===== src/rtl/cfg_pkg.sv =====
// Shared types and field positions for the configuration stream loader.
package cfg_pkg;
   typedef enum logic [1:0] {CFG_HDR, CFG_DATA, CFG_GAP, CFG_CSUM} cfg_ld_state_t;

   localparam int HDR_ADDR_LSB = 24;
   localparam int HDR_CNT_LSB  = 0;
   localparam int CFG_ADDR_W   = 8;
   localparam int CFG_DATA_W   = 32;
endpackage


===== src/rtl/cfg_stream_loader.sv =====
// Framed bitstream -> tile config writes (header, N payload words, XOR checksum).
// Latency 1 from payload accept to cfg_en; bs_ready drops only during forced GAP cycles.
module cfg_stream_loader
   import cfg_pkg::*;
#(
   parameter int ADDR_W     = CFG_ADDR_W,
   parameter int DATA_W     = CFG_DATA_W,
   parameter int CNT_W      = 16,
   parameter int GAP_CYCLES = 0
) (
   input  logic              cfg_clk,
   input  logic              cfg_rst_n,
   input  logic              bs_valid,
   input  logic [DATA_W-1:0] bs_data,
   output logic              bs_ready,
   output logic [ADDR_W-1:0] cfg_a,
   output logic [DATA_W-1:0] cfg_d,
   output logic              cfg_en,
   output logic              busy,
   output logic              done,
   output logic              err
);

   cfg_ld_state_t     r_state;
   logic [ADDR_W-1:0] r_addr;
   logic [CNT_W-1:0]  r_remain;
   logic [DATA_W-1:0] r_csum;
   logic [3:0]        r_gap;
   logic              r_bs_ready;
   logic [ADDR_W-1:0] r_cfg_a;
   logic [DATA_W-1:0] r_cfg_d;
   logic              r_cfg_en;
   logic              r_busy;
   logic              r_done;
   logic              r_err;

   logic              w_xfer;
   logic [CNT_W-1:0]  w_hdr_cnt;

   assign w_xfer    = bs_valid & r_bs_ready;
   assign w_hdr_cnt = bs_data[HDR_CNT_LSB +: CNT_W];

   always_ff @(posedge cfg_clk or negedge cfg_rst_n) begin
      if (!cfg_rst_n) begin
         r_state    <= CFG_HDR;
         r_addr     <= '0;
         r_remain   <= '0;
         r_csum     <= '0;
         r_gap      <= '0;
         r_bs_ready <= 1'b0;
         r_cfg_a    <= '0;
         r_cfg_d    <= '0;
         r_cfg_en   <= 1'b0;
         r_busy     <= 1'b0;
         r_done     <= 1'b0;
         r_err      <= 1'b0;
      end else begin
         r_cfg_en   <= 1'b0;
         r_bs_ready <= 1'b1;
         case (r_state)
            CFG_HDR: begin
               if (w_xfer) begin
                  r_addr   <= bs_data[HDR_ADDR_LSB +: ADDR_W];
                  r_remain <= w_hdr_cnt;
                  r_csum   <= bs_data;
                  r_busy   <= 1'b1;
                  r_done   <= 1'b0;
                  r_err    <= 1'b0;
                  r_state  <= (w_hdr_cnt == '0) ? CFG_CSUM : CFG_DATA;
               end
            end
            CFG_DATA: begin
               if (w_xfer) begin
                  r_cfg_en <= 1'b1;
                  r_cfg_a  <= r_addr;
                  r_cfg_d  <= bs_data;
                  r_addr   <= r_addr + ADDR_W'(1);
                  r_remain <= r_remain - CNT_W'(1);
                  r_csum   <= r_csum ^ bs_data;
                  if (GAP_CYCLES > 0) begin
                     r_state    <= CFG_GAP;
                     r_gap      <= 4'(GAP_CYCLES - 1);
                     r_bs_ready <= 1'b0;
                  end else begin
                     r_state <= (r_remain == CNT_W'(1)) ? CFG_CSUM : CFG_DATA;
                  end
               end
            end
            CFG_GAP: begin
               // r_remain was already decremented by the write that opened this gap
               if (r_gap == 4'd0) begin
                  r_state <= (r_remain == '0) ? CFG_CSUM : CFG_DATA;
               end else begin
                  r_gap      <= r_gap - 4'd1;
                  r_bs_ready <= 1'b0;
               end
            end
            CFG_CSUM: begin
               if (w_xfer) begin
                  r_done  <= (bs_data == r_csum);
                  r_err   <= (bs_data != r_csum);
                  r_busy  <= 1'b0;
                  r_state <= CFG_HDR;
               end
            end
            default: r_state <= CFG_HDR;
         endcase
      end
   end

   assign bs_ready = r_bs_ready;
   assign cfg_a    = r_cfg_a;
   assign cfg_d    = r_cfg_d;
   assign cfg_en   = r_cfg_en;
   assign busy     = r_busy;
   assign done     = r_done;
   assign err      = r_err;

endmodule


===== config.mk =====
export PLATFORM = sky130hd
export DESIGN_NAME = cfg_stream_loader
export DESIGN_NICKNAME = d
export VERILOG_FILES = /design/src/rtl/cfg_pkg.sv /design/src/rtl/cfg_stream_loader.sv
export SDC_FILE = /design/constraint.sdc
export NUM_CORES = 1
export LEC_CHECK = 0
export CAP_MARGIN = 20
export CORE_MARGIN = 5
export CORE_UTILIZATION = 50
export DETAILED_ROUTE_END_ITERATION = 12
export HOLD_SLACK_MARGIN = 0.02
export PLACE_DENSITY = 0.75
export SETUP_SLACK_MARGIN = 0.15
export SLEW_MARGIN = 5
export SYNTH_ARGS = -nofsm -noshare
export SYNTH_HDL_FRONTEND = slang
export SYNTH_SLANG_ARGS = --single-unit
export TNS_END_PERCENT = 30

===== constraint.sdc =====
create_clock -name cfg_clk -period 4.2 [get_ports cfg_clk]
set_input_delay 0.84 -clock cfg_clk [delete_from_list [all_inputs] [get_ports cfg_clk]]
set_output_delay 0.84 -clock cfg_clk [all_outputs]
set_load 0.005 [all_outputs]

==> metrics <==
proportion of layout cells with a drive suffix above 1=0.05113; Int Pwr=2089 uW; outcome=complete, no violations; vias in the first global route=~4,400; HPWL Detailed=roughly 9400 microns; Mapped Area=between 0.005 and 0.006 sq mm; critical path class=in -> reg; Synth Warn #=0; crit end category=flip-flop; Syn Nets=~640; combinational power share=0.308; clk_lat worst skew=between 0.3 and 0.4 ns; fin util=0.6159; Sw Ratio=0.3495; arrival time at the worst endpoint=3.08 ns; grt ovf=0; Post-DRT Antenna Nets=0; setup violators final=0; RSZ-0062 raised after global routing=false; ys async rst share=1.000; gpl congestion=roughly 0.85; Avg Inst Size Synth=8.861 sq um; Num CTS Buffers=9; routed vias/inst=about 5.7; 1st-pass router iterations=6; Yosys top cell area share=0.5045; CTS root buffer=clkbuf_8; initial DRC count=roughly 270; PortBufs=79; largest net degree at the start of global routing=slightly below 60; Net count, final=between 600 and 700; share of power burned in registers=0.491; Die Ht=between 100 and 150 microns; final hold viol count=0; Max Cap Violations=0; Placement Setup Slack=approximately 0.96 ns; CTS H-tree depth=3; Slew Viols, Final=0; post-cts sizing count=0; CTS max path bufs=2; sequential-to-total area share from yosys stat=0.5045; area growth from synthesis to layout=19.80%; Post-route DRC=0; # clock sinks=107; Reg area=about 0.0027 sq mm; Cell Rows=37; Crit path required time=around 4.4 ns; Fmax=roughly 350 MHz; FF+latch count, synth=around 110; CP startpoint kind=primary input; synth top area cells=dfrtp_1 50%, nand2_1 10%, a21oi_1 7.0%, xnor2_1 5.4%, o21ai_0 4.2%; worst min path class=reg -> reg; Critical Path Fanout Max=48; Core ar.=a little over 0.01 sq mm; Worst VDD drop=between 0.0002 and 0.0003 V; post-synth cell types=48; Synth top cells by count=141 x nand2_1, 107 x dfrtp_1, 74 x a21oi_1, 45 x o21ai_0, 33 x xnor2_1; pwr dens=between 500 and 600 mW/mm^2; largest area contributor in the netlist=dfrtp_1; die area=0.01278 sq mm; Min Hold Slack=just under 0.5 ns; most common cell in the netlist=nand2_1; Lkg Pwr=0.002685 uW; WL final=between 10,000 and 15,000 microns; Clk pwr share=0.201; initial antenna violation count=0; total track usage=0.2172; cells after synthesis=599; Vias=4,601; Synth Flop Type=dfrtp_1; top-level port count=80; global-route wire length before repair=22,450 microns; setup TNS=0 ns; Post-CTS Setup Bufs=0; TritonCTS clock tree=yes; DIE WIDTH=~110 microns; starting density of the core=0.5141; Sw Pwr=between 1000 and 1500 uW; Slew @ Worst Pin=between 0.9 and 1 ns; worst setup margin=about 1.3 ns; CTS clock-pin slew for the worst setup and hold paths=0.11 ns; antenna cells=0; Tcrit/Tclk final=0.6818; Post-synth EDFFs=0; Routed WL per cell=between 15 and 20 microns; clock skew=0.01735 ns; Multi-input gate area=about 0.0024 sq mm; relative slew slack=0.3552; FILL cells=875; hold-fix buffer count after cts=0; Min Clock Period, post-route=~2.9 ns
state kept, by name, indices dropped and copies added (netlist names):
name / flops
cfg_a: 8
r_addr: 8
r_state: 2
busy: 1
r_remain: 16
bs_ready: 1
done: 1
cfg_en: 1
cfg_d: 32
r_gap: 4
r_csum: 32
err: 1
per-layer routing:
metal	global-route usage	vias up	share of wire
met3	0.03957	23	0.058
met1	0.2966	2207	0.44
li1	-	2219	-
met5	0	-	0
met2	0.3570	152	0.49
met4	0.06170	0	0.014
critical path: stages:
cell and delay, ns:
clkdlybuf4s50_1 0.52, nand2_1 0.16, nor2_4 0.12, buf_4 0.43
nand2_1 0.59, a21oi_1 0.33, a311oi_1 0.08
power groups by stage:
| stage | sequential (uW) | clock [uW] | combinational (uW) |
|---|---|---|---|
| 5_1_grt | 1620 | 699 | 1110 |
| 6_report | 1580 | 645 | 989 |
| 2_1_floorplan | 1540 | 0 | 598 |
| 3_3_place_gp | 1570 | 0 | 958 |
| 3_5_place_dp | 1590 | 0 | 993 |
| 4_1_cts | 1570 | 659 | 998 |
final timing paths:
path	depth (start not counted)	slack, ns	to	from
hold / removal	2	0.48	cfg_a[5]	cfg_a[5]
min in group asynchronous	1	0.50	cfg_a[3]	cfg_rst_n
setup reg to reg	4	1.55	r_csum[4]	r_state[0]
setup / recovery	7	1.34	r_csum[4]	bs_valid
hold reg to reg	2	0.48	cfg_a[5]	cfg_a[5]
max in group asynchronous	2	2.81	r_remain[9]	cfg_rst_n
cell usage in the layout (no fill, tap or decap), types with 7 or more instances in the layout:
cell               n
nand2_1          141
dfrtp_1          107
clkdlybuf4s50_1   78
a21oi_1           74
o21ai_0           45
xnor2_1           33
nor2_1            29
nand3_1           26
a311oi_1          15
nor4_1             9
nand4_1            9
clkbuf_8           9
o22ai_1            8
inv_1              7
buf_4              7
per-stage QoR:
step	area [sq um]	std cells	power (uW)
4_1_cts	6359	801	3230
3_3_place_gp	6158	785	2530
2_1_floorplan	5308	599	2134
5_1_grt	6359	801	3431
6_report	6359	801	3211
3_5_place_dp	6158	785	2583
kinds of logic (layout without fill, tap and decap cells):
family / Yosys count / count (layout) / share of synthesized area
compound gates: 167 / 167 / 0.1862
xor+xnor: 34 / 34 / 0.05752
fa+ha+maj: 4 / 4 / 0.009430
buf+inv: 44 / 110 / 0.03607
flops: 107 / 107 / 0.5045
mux: 3 / 3 / 0.005893
simple gates: 240 / 240 / 0.2004
cell type report:
class                      count  share of cell area
sequential                   107              0.4211
multi-input combinational    448              0.3843
timing repair buffer          85              0.1311
tap                          136             0.02676
clock buffer                   9             0.01948
clock inverter                 7             0.01200
inverter                       9            0.005313
No activity file was read; power rests on OpenSTA's default activity.
